--- config.mk ---
export PLATFORM = sky130hd
export DESIGN_NAME = sprite_update_seq
export DESIGN_NICKNAME = d
export VERILOG_FILES = /design/src/rtl/sprite_regs_pkg.sv /design/src/rtl/bcd_counter3.sv /design/src/rtl/sprite_update_seq.sv
export SDC_FILE = /design/constraint.sdc
export NUM_CORES = 1
export LEC_CHECK = 0
export CORE_MARGIN = 3
export CORE_UTILIZATION = 60
export DETAILED_ROUTE_END_ITERATION = 10
export DONT_BUFFER_PORTS = 1
export HOLD_SLACK_MARGIN = 0.15
export PLACE_DENSITY = 0.76
export SLEW_MARGIN = 40
export SYNTH_ARGS = -nofsm -noshare
export SYNTH_HDL_FRONTEND = slang
export SYNTH_SLANG_ARGS = --single-unit
--- constraint.sdc ---
create_clock -name clk -period 10.7 [get_ports clk]
set_clock_uncertainty 0.15 [all_clocks]
set_input_delay 2.14 -clock clk [delete_from_list [all_inputs] [get_ports clk]]
set_output_delay 2.14 -clock clk [all_outputs]
set_load 0.02 [all_outputs]
--- src/rtl/sprite_regs_pkg.sv ---
// Shared constants for the sprite/score display-register update sequencer:
// entry count, FSM states and the power-on sprite position table.
`timescale 1ns/1ps
package sprite_regs_pkg;

    localparam int NUM_POS     = 12;
    localparam int NUM_DIGITS  = 3;
    localparam int NUM_ENTRIES = NUM_POS + NUM_DIGITS;

    localparam logic [3:0] FIRST_DIGIT_INDEX = 4'(NUM_POS);
    localparam logic [3:0] LAST_INDEX        = 4'(NUM_ENTRIES - 1);
    localparam logic [8:0] POS_ADDR_BASE     = 9'd0;
    localparam logic [8:0] SCORE_ADDR_DEF    = 9'd12;

    typedef enum logic [0:0] {
        ST_IDLE = 1'b0,
        ST_SCAN = 1'b1
    } seq_state_e;

    function automatic logic [7:0] pos_default(input logic [3:0] idx);
        logic [7:0] val;
        case (idx)
            4'd0:    val = 8'd100;
            4'd1:    val = 8'd100;
            4'd2:    val = 8'd200;
            4'd3:    val = 8'd150;
            4'd4:    val = 8'd44;
            4'd5:    val = 8'd200;
            4'd6:    val = 8'd244;
            4'd7:    val = 8'd100;
            4'd8:    val = 8'd100;
            4'd9:    val = 8'd4;
            4'd10:   val = 8'd160;
            4'd11:   val = 8'd192;
            default: val = 8'd0;
        endcase
        return val;
    endfunction

endpackage

--- src/rtl/bcd_counter3.sv ---
// Three-digit BCD score counter with clear/tick priority, wrap pulse and
// per-digit change flags so the sequencer marks only changed digits dirty.
`timescale 1ns/1ps
module bcd_counter3
    import sprite_regs_pkg::*;
(
    input  logic        clk,
    input  logic        reset,
    input  logic        tick,
    input  logic        clear,
    output logic [11:0] bcd,
    output logic        wrap,
    output logic [2:0]  digit_chg
);

    logic [11:0] bcd_r;
    logic        wrap_r;
    logic [11:0] bcd_next_s;
    logic        wrap_next_s;
    logic        carry_s;

    // Next score value: clear beats tick, tick ripples a carry through the digits
    always_comb begin
        bcd_next_s  = bcd_r;
        wrap_next_s = 1'b0;
        carry_s     = 1'b0;
        digit_chg   = 3'b000;
        if (clear) begin
            bcd_next_s = 12'd0;
        end else if (tick) begin
            carry_s = 1'b1;
            for (int d = 0; d < NUM_DIGITS; d++) begin
                if (carry_s) begin
                    if (bcd_r[d*4 +: 4] == 4'd9) begin
                        bcd_next_s[d*4 +: 4] = 4'd0;
                        carry_s              = 1'b1;
                    end else begin
                        bcd_next_s[d*4 +: 4] = bcd_r[d*4 +: 4] + 4'd1;
                        carry_s              = 1'b0;
                    end
                end else begin
                    carry_s = 1'b0;
                end
            end
            wrap_next_s = carry_s;
        end else begin
            bcd_next_s = bcd_r;
        end
        for (int d = 0; d < NUM_DIGITS; d++) begin
            digit_chg[d] = (bcd_next_s[d*4 +: 4] != bcd_r[d*4 +: 4]);
        end
    end

    // Score and wrap-pulse registers
    always_ff @(posedge clk or posedge reset) begin
        if (reset) begin
            bcd_r  <= 12'd0;
            wrap_r <= 1'b0;
        end else begin
            bcd_r  <= bcd_next_s;
            wrap_r <= wrap_next_s;
        end
    end

    assign bcd  = bcd_r;
    assign wrap = wrap_r;

endmodule

--- src/rtl/sprite_update_seq.sv ---
// Shadow-register flusher: on each vertical-sync fall, walks the 15 shadow
// entries and writes only the dirty ones to the display register port.
`timescale 1ns/1ps
module sprite_update_seq
    import sprite_regs_pkg::*;
#(
    parameter int NUM_POS_REGS = 12,
    parameter int SCORE_BASE   = 12
) (
    input  logic        clk,
    input  logic        reset,
    input  logic        host_write,
    input  logic [3:0]  host_addr,
    input  logic [7:0]  host_wdata,
    input  logic        score_tick,
    input  logic        score_clear,
    input  logic        vga_vs_n,
    output logic        chipselect,
    output logic        write,
    output logic [8:0]  address,
    output logic [31:0] writedata,
    output logic        busy,
    output logic        flush_done,
    output logic [11:0] score_bcd,
    output logic        score_wrap
);

    localparam logic [3:0] POS_LIMIT  = 4'((NUM_POS_REGS < NUM_POS) ? NUM_POS_REGS : NUM_POS);
    localparam logic [8:0] SCORE_ADDR = 9'(SCORE_BASE);

    seq_state_e             state_r, state_next_s;
    logic [3:0]             idx_r;
    logic                   vs_r, vs_prev_r;
    logic [7:0]             pos_r [NUM_POS];
    logic [NUM_ENTRIES-1:0] dirty_r, dirty_next_s;
    logic [NUM_ENTRIES-1:0] clr_mask_s, set_mask_s;
    logic                   cs_r, busy_r, done_r;
    logic [8:0]             addr_r;
    logic [31:0]            wdata_r;

    logic                   fall_s, last_s, scan_s, eval_dirty_s, host_valid_s;
    logic [7:0]             eval_data_s;
    logic [8:0]             eval_addr_s;
    logic [11:0]            score_s;
    logic [2:0]             digit_chg_s;
    logic                   wrap_s;

    bcd_counter3 u_score (
        .clk       (clk),
        .reset     (reset),
        .tick      (score_tick),
        .clear     (score_clear),
        .bcd       (score_s),
        .wrap      (wrap_s),
        .digit_chg (digit_chg_s)
    );

    // Scan sequencing: start on a registered vsync fall, stop after the last entry
    always_comb begin
        state_next_s = state_r;
        fall_s       = vs_prev_r & ~vs_r;
        last_s       = (idx_r == LAST_INDEX);
        scan_s       = (state_r == ST_SCAN);
        case (state_r)
            ST_IDLE: begin
                if (fall_s) state_next_s = ST_SCAN;
                else        state_next_s = ST_IDLE;
            end
            ST_SCAN: begin
                if (last_s) state_next_s = ST_IDLE;
                else        state_next_s = ST_SCAN;
            end
            default: state_next_s = ST_IDLE;
        endcase
    end

    // Entry under evaluation and the dirty-bit update; a same-cycle set beats the clear
    always_comb begin
        host_valid_s = host_write && (host_addr < POS_LIMIT);
        eval_dirty_s = scan_s && dirty_r[idx_r];
        if (idx_r >= FIRST_DIGIT_INDEX) begin
            eval_data_s = {4'd0, score_s[(idx_r - FIRST_DIGIT_INDEX)*4 +: 4]};
            eval_addr_s = SCORE_ADDR + {5'd0, idx_r - FIRST_DIGIT_INDEX};
        end else begin
            eval_data_s = pos_r[idx_r];
            eval_addr_s = POS_ADDR_BASE + {5'd0, idx_r};
        end
        clr_mask_s   = eval_dirty_s ? (15'd1 << idx_r) : 15'd0;
        set_mask_s   = (host_valid_s ? (15'd1 << host_addr) : 15'd0) | {digit_chg_s, 12'd0};
        dirty_next_s = (dirty_r & ~clr_mask_s) | set_mask_s;
    end

    // Control state, vsync samples, dirty bits and the registered display port
    always_ff @(posedge clk or posedge reset) begin
        if (reset) begin
            state_r   <= ST_IDLE;
            idx_r     <= 4'd0;
            vs_r      <= 1'b1;
            vs_prev_r <= 1'b1;
            dirty_r   <= {NUM_ENTRIES{1'b1}};
            cs_r      <= 1'b0;
            addr_r    <= 9'd0;
            wdata_r   <= 32'd0;
            busy_r    <= 1'b0;
            done_r    <= 1'b0;
        end else begin
            state_r   <= state_next_s;
            vs_r      <= vga_vs_n;
            vs_prev_r <= vs_r;
            dirty_r   <= dirty_next_s;
            if (scan_s && !last_s) idx_r <= idx_r + 4'd1;
            else                   idx_r <= 4'd0;
            cs_r      <= eval_dirty_s;
            addr_r    <= eval_dirty_s ? eval_addr_s : 9'd0;
            wdata_r   <= eval_dirty_s ? {24'd0, eval_data_s} : 32'd0;
            busy_r    <= (state_next_s == ST_SCAN) || scan_s;
            done_r    <= scan_s && last_s;
        end
    end

    // Host-owned sprite positions
    always_ff @(posedge clk or posedge reset) begin
        if (reset) begin
            for (int i = 0; i < NUM_POS; i++) pos_r[i] <= pos_default(4'(i));
        end else if (host_valid_s) begin
            pos_r[host_addr] <= host_wdata;
        end
    end

    assign chipselect = cs_r;
    assign write      = cs_r;
    assign address    = addr_r;
    assign writedata  = wdata_r;
    assign busy       = busy_r;
    assign flush_done = done_r;
    assign score_bcd  = score_s;
    assign score_wrap = wrap_s;

endmodule
== Word-level counts from Yosys, hierarchy flattened ==
Index checks and enable logic that the tools add are counted.

* Add/sub/neg operators: 7
* Order comparisons: 6
* Eq/ne operators: 7
* Shifts and indexed selects: 3
* Muxes and demuxes: 36
* Bitwise logic cells: 9
* Reductions and logical operators: 7

{| class="wikitable"
|+ Operator list
! operator !! count
|-
| 96-bit bitwise mux || 1
|-
| 8-bit two-way mux || 5
|-
| 12-bit by 33-bit variable part select with 4-bit output || 1
|-
| 8-bit binary-select mux with 4-bit select || 1
|-
| 8-bit demux with 4-bit select || 1
|-
| 15-bit two-way mux || 2
|-
| 15-bit bitwise OR || 2
|-
| 1-bit by 4-bit left shift with 15-bit output (first input constant) || 2
|-
| 12-bit two-way mux || 2
|-
| 4-bit two-way mux || 6
|-
| 4-bit by 1-bit adder with 4-bit output (second input constant) || 4
|-
| 4-bit == test (second input constant) || 4
|-
| 15-bit bitwise AND || 1
|-
| 15-bit inverter || 1
|-
| 1-bit two-way mux || 14
|-
| 4-bit inequality test || 3
|-
| 5-bit >= comparator (second input constant) || 2
|-
| 4-bit inverter with 5-bit output || 2
|-
| 9-bit two-way mux || 1
|-
| 4-bit by 4-bit adder with 5-bit output (first input constant) || 1
|-
| 1-bit logical AND || 5
|-
| 4-bit by 5-bit < comparator with 1-bit output (second input constant) || 1
|-
| 5-bit by 1-bit < comparator with 1-bit output (second input constant) || 1
|-
| 5-bit two-way mux || 1
|-
| other kinds (10) || 11
|}

* Register bits after elaboration: 151
* Word-level logic and storage cells: 99

== Longest topological paths before layout ==
Gate-level depths: netlist of the first run.

* Word-level depth: 13
* Gate-level depth with buffers: 7
* Gate-level depth less buffers: 6

== Cells and area by module ==
From an unflattened synthesis of the first run, not the netlist that was laid out.

* Cells, all modules: 555
* Area, all modules: 7163.1 um^2

{| class="wikitable"
|+ Modules (own cells, without submodules)
! module !! instances !! cells each !! area an instance (um^2) !! sequential area each (um^2)
|-
| sprite_update_seq || 1 || 475 || 6432.4 || 3418.3
|-
| bcd_counter3 || 1 || 80 || 730.7 || 325.3
|}

== Worst setup path after synthesis of the first run ==
Ideal clock, no wire load.

* Kind: input -> register
* From: input port score_tick
* To: register u_score.bcd_r[9], in the netlist u_score.bcd[9]
* Library setup time: 0.078 ns
* Arrival: 3.247 ns
* Data required time: 10.472 ns
* Path slack: 7.225 ns
* Cell stages on the path: 5
* Cell sequence: clkbuf_1 -> and4b_1 -> nand3_1 -> or3_1 -> a21oi_1

* Word-level cells in the longest chain between the ends: 2

{| class="wikitable"
|+ RTL lines
! item !! line !! text
|-
| start: declaration || sprite_update_seq.sv:15 || <nowiki>input logic score_tick,</nowiki>
|-
| 12-bit two-way mux || bcd_counter3.sv:30 || <nowiki>end else if (tick) begin</nowiki>
|-
| 12-bit two-way mux || bcd_counter3.sv:28 || <nowiki>if (clear) begin</nowiki>
|-
| named net u_score.bcd_next_s[9] || bcd_counter3.sv:18 || <nowiki>logic [11:0] bcd_next_s;</nowiki>
|-
| end signal: assignment || bcd_counter3.sv:60 || <nowiki>bcd_r <= bcd_next_s;</nowiki>
|-
| end: declaration || bcd_counter3.sv:16 || <nowiki>logic [11:0] bcd_r;</nowiki>
|}

The timed path passes the listed nets, and every way through them passes these cells.
A chain may end at the register's enable or synchronous reset.

== Worst setup path in the final report of the first run ==
* From: register u_score.bcd_r[4], in the netlist u_score.bcd[4]
* To: output port score_bcd[4]

{| class="wikitable"
|+ RTL lines
! item !! line !! text
|-
| end: declaration || sprite_update_seq.sv:24 || <nowiki>output logic [11:0] score_bcd,</nowiki>
|}

No word-level cell between the ends.

==> results of run 1 <==
layer usage:
metal  global-route usage  vias up  wire length (um)
met3               0.0793       27               953
met5                    0        -                 0
met1                0.300     2330              6230
met4               0.0874        0               310
li1                     -     1942                 -
met2                0.411      149              7910
state kept, by name (all words and copies together) (netlist names):
register,cells
vs_r,1
address,5
busy,1
u_score.wrap,1
vs_prev_r,1
idx_r,4
chipselect,1
dirty_r,15
flush_done,1
u_score.bcd,12
writedata,8
scan_s,1
pos_r,96
cell families after synthesis:
logic type | count (synthesis)
multiplexers | 136
adder cells (fa/ha/maj) | 12
XOR/XNOR | 3
AND/OR/NAND/NOR | 109
flip-flops | 147
buffers and inverters | 67
AO/OA/AOI/OAI | 74
other | 1
layout make-up:
type	instances	area (um2)
Timing Repair Buffer	3	22.5
Clock inverter	11	130
Inverter	8	37.5
Sequential cell	147	3740
Clock buffer	21	440
Multi-Input combinational cell	362	3280
Tap cell	143	179
Fill cell	804	3830
path summary, 6_finish.rpt:
| check | slack [ns] | end | cells past startpoint |
|---|---|---|---|
| setup / recovery | 7.34 | score_bcd[4] | 0 |
| hold / removal | 0.22 | vs_prev_r$_DFF_PP1_ | 0 |
| setup reg to reg | 7.89 | writedata[5]$_DFF_PP0_ | 5 |
| hold reg to reg | 0.22 | vs_prev_r$_DFF_PP1_ | 0 |
| max in group asynchronous | 7.76 | pos_r[74]$_DFFE_PP0P_ | 2 |
| min in group asynchronous | 1.49 | pos_r[0]$_DFFE_PP0P_ | 1 |
power groups by stage:
stage                     Combinational, mW  Clock, mW  Sequential, mW
after floorplan                       0.565          0           0.810
after global placement                0.604          0           0.858
after detailed placement              0.627          0           0.866
after CTS                             0.633      0.583           0.860
final                                 0.631      0.575           0.861
after global routing                  0.687      0.608           0.879
placed cells by master (no fill, tap or decap), drive strengths merged, types with 2 or more instances in the layout:
master     n
dfstp     52
nand3      7
nand2b     5
or3        4
nor2      27
inv        9
nand2     22
and3b      2
a221oi    10
dfrtp     95
and3       5
o22ai      2
mux4      26
buf        3
nor3b      4
o2bb2ai    4
mux2      97
nor2b      8
o211ai     2
bufinv     2
a21o      11
clkinvlp   4
conb      28
nor4       3
nor3       7
clkinv     4
a21oi     20
a22o       5
o21ai      8
ha        12
a21bo      3
nand4      4
xor2       2
a22oi      4
nand3b     6
clkbuf    21
mux2i     13
per-stage QoR:
step                      hold WS, ns  total power, mW   util  setup WS (ns)  cells
after floorplan                 0.204             1.38      -           4.54    576
after global placement          0.208             1.46  0.621           6.77    663
after detailed placement        0.209             1.49  0.622           6.91    663
after CTS                       0.218             2.08  0.671           7.33    695
after global routing            0.224             2.17  0.671           7.29    695
final                           0.217             2.07  0.671           7.34    695
==> impl_metrics.yaml, run 1 <==
place:
  io_buffers: 0
  dp.final_hpwl_mm: 10.2
  globalplace.congestion: 0.833
  place_area_um2: 7250
routing:
  wl_mm: 15.4
  via_per_inst: 6.40
  drc_errors: 0
  antenna_left: 0
  wl_per_cell_um: 22.2
  via_count: 4448
  dr.pass1.iters: 4
  drt-initial-drc-count: 318
timing:
  final.period_utilization: 0.314
  slew_headroom: 0.437
  rsz0062_at_grt: "false"
  hold_violations: 0
  finalSetupTns_ns: 0
  fin_crit_ns: 3.36
  final-setup-viol-count: 0
  worst_pin_slew_ns: 0.845
  clock.fmax_mhz: 298
  finalMaxSlewViolations: 0
floorplanning:
  die_area_um2: 13500
  initial_core_util: 0.627
  core_area_um2: 11700
  io_pins: 76
  row_count: 39
  die_h_um: 116
  chipWidth_um: 116
synthesis:
  synth_edf_count: 0
  yosys.area.top_type: "dfrtp_1"
  synth-compound-area-share: 0.0770
  postSynthAreaPerCell_um2: 13.3
  muxShareOfSynthArea: 0.250
  synth_top_family_by_area: "multiplexers"
  synth.distinct_cells: 58
  yosysSeqAreaShare: 0.512
  ys_top_cells_by_area: "dfrtp_1 (33%), dfstp_2 (19%), mux2_2 (14%), mux4_2 (6.2%), buf_4 (3.2%)"
  synthAdderAreaFrac: 0.0205
  synth_common_cells: "dfrtp_1 (95), mux2_2 (92), dfstp_2 (52)"
  ys.flop_type: "dfrtp_1"
  netlist_area_um2: 7310
  ys_warn_count: 0
  syn_inst: 549
  synthSimpleGateAreaFrac: 0.0794
  postSynth.asyncResetShare: 1.00
  yosysMostFrequentCell: "dfrtp_1"
  synth_xor_area_frac: 0.00359
  synth_top_area_frac: 0.325
  ys_seq_elements: 147
pwr:
  p_switching_uw: 678
  p_int_mw: 1.39
  leakage_nw: 3.32
  p_comb_frac: 0.305
  clockPowerShare: 0.278
  peakVddDrop_uv: 137
  power_density_nw_per_um2: 264
  switching_share: 0.328
  seqPwrFrac: 0.416
global_route:
  grt_pass1_vias: 4680
  antenna_found_initial: 0
  grt-ovfl-total: 0
  grt_usage: 0.245
  grt_pass1_wl_mm: 24.8
  grt_max_degree: 89
finish:
  final_design_area_no_fill_um2: 7830
  drive_gt1_frac: 0.391
  nets: 569
  diodes: 0
  syn_to_final_growth_pct: 7.10
clock_tree:
  cts_resized: 0
  cts.path.max_buffers: 2
  clock_latency_ns: 0.42
  clk_transition_reported_paths_ns: 0.06
  numClockSinks: 147
  htreeDepth: 4
  cts_tree: "built"
  cts-buffers-inserted: 17
  root_buffer: "clkbuf_16"
  post_cts_buffers: 0
  hold_buffers: 0
outcome:
  status: "finished, final reports clean"
worst_setup_path:
  crit_fanout: 10
  critPathLaunchType: "register"
  end_kind: "output pin"
  cp_data_arrival_time_ns: 1.07
  critPathKind: "reg -> out"
  r2r_start: "idx_r[1]$_DFF_PP0_"
  required_ns: 8.41
  crit_start: "u_score.bcd[4]$_DFF_PP0_"
flow_run:
  drv_cap: 0
hold_path:
  hp-start: "vs_r$_DFF_PP1_"
  holdCritPathClass: "reg -> reg"
Note: power is estimated with default switching activity, not from simulation.
==> run 2: changes to the inputs <==
--- a/config.mk
+++ b/config.mk
@@ -6,7 +6,7 @@
 export NUM_CORES = 1
 export LEC_CHECK = 0
 export CORE_MARGIN = 3
-export CORE_UTILIZATION = 60
+export CORE_UTILIZATION = 58
 export DETAILED_ROUTE_END_ITERATION = 10
 export DONT_BUFFER_PORTS = 1
 export HOLD_SLACK_MARGIN = 0.15
==> constraint.sdc (replaced) <==
create_clock -name clk -period 2.88 [get_ports clk]
set_clock_uncertainty 0.15 [all_clocks]
set_input_delay 0.576 -clock clk [delete_from_list [all_inputs] [get_ports clk]]
set_output_delay 0.576 -clock clk [all_outputs]
set_load 0.02 [all_outputs]
==> run 2 against run 1 <==
Effect of this change: combinational power increased to 3.8 times the previous value; cell count up 9.1%; sequential share of layout area fell by 2.4 points; global-route usage down 0.23 points; setup slack got worse by 6.9 ns; critical path depth up 4; largest power group unchanged; register-to-register slack got worse by 7.5 ns.
==> impl_metrics.yaml, run 2 (synthesis gave the netlist of run 1 again) <==
worst_setup_path:
  cp_data_arrival_time_ns: 2.61
  slowest_delay_ns: 0.83
  critPathSlowestCell: "dfrtp_2"
  crit_path_cell_trace: "mux2i_1 > a221oi_4 > nand2_4 > a221oi_1"
  reg2reg_depth: 4
  crit_start: "idx_r[0]$_DFF_PP0_"
  cp.depth: 4
  critPathKind: "reg -> reg"
  required_ns: 3.03
  critical-path-top-delay-family: "compound AO/OA/AOI/OAI gates"
  crit_buf_inv: 0
  crit_fanout: 28
  end_kind: "register"
  critPathLaunchType: "register"
  r2r_start: "idx_r[0]$_DFF_PP0_"
timing:
  rsz0062_at_grt: "false"
  hold_violations: 0
  final-setup-viol-count: 0
  clock.fmax_mhz: 406
  slew_headroom: 0.518
  final.period_utilization: 0.855
  fin_crit_ns: 2.46
  finalSetupTns_ns: 0
  finalMaxSlewViolations: 0
  worst_pin_slew_ns: 0.722
clock_tree:
  cts_tree: "built"
  root_buffer: "clkbuf_16"
  cts_resized: 0
  cts.path.max_buffers: 2
  clock_latency_ns: 0.42
  htreeDepth: 4
  clk_transition_reported_paths_ns: 0.06
  numClockSinks: 147
  cts-buffers-inserted: 17
global_route:
  grt_pass1_wl_mm: 26.3
  grt-ovfl-total: 0
  antenna_found_initial: 0
  grt_usage: 0.243
  grt_pass1_vias: 4649
  grt_max_degree: 49
finish:
  nets: 608
  final_cell_mix: "dfrtp_1 (94), mux2_2 (92), dfstp_2 (52)"
  post-route-util: 0.678
  drive_gt1_frac: 0.375
  syn_to_final_growth_pct: 12.7
  largest-register: "pos_r"
  final_cells: 758
  layout_commonest_cell: "dfrtp_1"
  num-fill-cells: 839
  diodes: 0
  multi_input_area_um2: 3260
  largest_reg_flops: 96
  seq_area_um2: 3740
routing:
  dr.pass1.iters: 5
  wl_per_cell_um: 22.0
  drt-initial-drc-count: 413
  via_per_inst: 6.04
  drc_errors: 0
  antenna_left: 0
  via_count: 4582
  wl_mm: 16.7
pwr:
  leakage_nw: 3.52
  power_density_nw_per_um2: 945
  fin_total_pwr_mw: 7.79
  peakVddDrop_uv: 523
place:
  io_buffers: 0
  dp.cells: 703
  dp.final_hpwl_mm: 10.9
  globalplace.congestion: 0.854
flow_run:
  drv_cap: 0
floorplanning:
  chipWidth_um: 118
  io_pins: 76
  row_count: 40
  die_area_um2: 14000
  die_h_um: 118
  initial_core_util: 0.601
  core_area_um2: 12200
hold_path:
  min_path_cells: 1
  holdCritPathClass: "in -> reg"
  hp-start: "host_wdata[3]"
outcome:
  status: "finished, final reports clean"
run 2: worst paths after layout:
kind | endpoint | slack (ns)
worst max-delay path | writedata[7]$_DFF_PP0_ | 0.42
worst min-delay path | pos_r[11]$_DFFE_PP0P_ | 0.16
worst max register to register | writedata[7]$_DFF_PP0_ | 0.42
worst min register to register | vs_prev_r$_DFF_PP1_ | 0.22
max in group asynchronous | pos_r[29]$_DFFE_PP1P_ | 1.28
min in group asynchronous | pos_r[35]$_DFFE_PP0P_ | 0.49
run 2: worst register-to-register path, cell delays in order (launching register included):
cell      delay [ns]
dfrtp_2         0.83
mux2i_1         0.24
a221oi_4        0.51
nand2_4         0.23
a221oi_1        0.38
run 2: timing repair:
action | 4_1_cts | 5_1_grt
setup endpoints to repair | 0 | 0
hold endpoints to repair | 58 | 27
hold buffers | 13 | 10
setup buffers | 0 | 0
run 2: power by group:
group | leakage (nW) | switching, mW | internal, mW
Clock | 0.274 | 0.786 | 1.34
Combinational | 1.51 | 1.15 | 1.25
Sequential | 1.74 | 0.535 | 2.73
run 2: stage by stage:
step	setup slack [ns]	hold WS, ns	cell area, um2
floorplan	0.349	0.204	7420
global placement	0.495	0.208	7420
detailed placement	0.444	0.211	7420
CTS	0.436	0.150	8110
global route	0.250	0.150	8240
finish	0.419	0.161	8240
run 2: metal layers:
layer,vias to the layer above,GRT usage,wire [um]
li1,2019,-,-
met1,2393,0.330,7330
met2,151,0.390,8220
met3,19,0.0569,908
met4,0,0.0769,259
met5,-,0,0
run 2: cell type report:
| class | count | share of cell area |
|---|---|---|
| multi-input combinational | 362 | 0.395 |
| timing repair buffer | 42 | 0.0522 |
| inverter | 8 | 0.00410 |
| tap | 168 | 0.0255 |
| sequential | 147 | 0.454 |
| clock buffer | 26 | 0.0594 |
| clock inverter | 5 | 0.00941 |
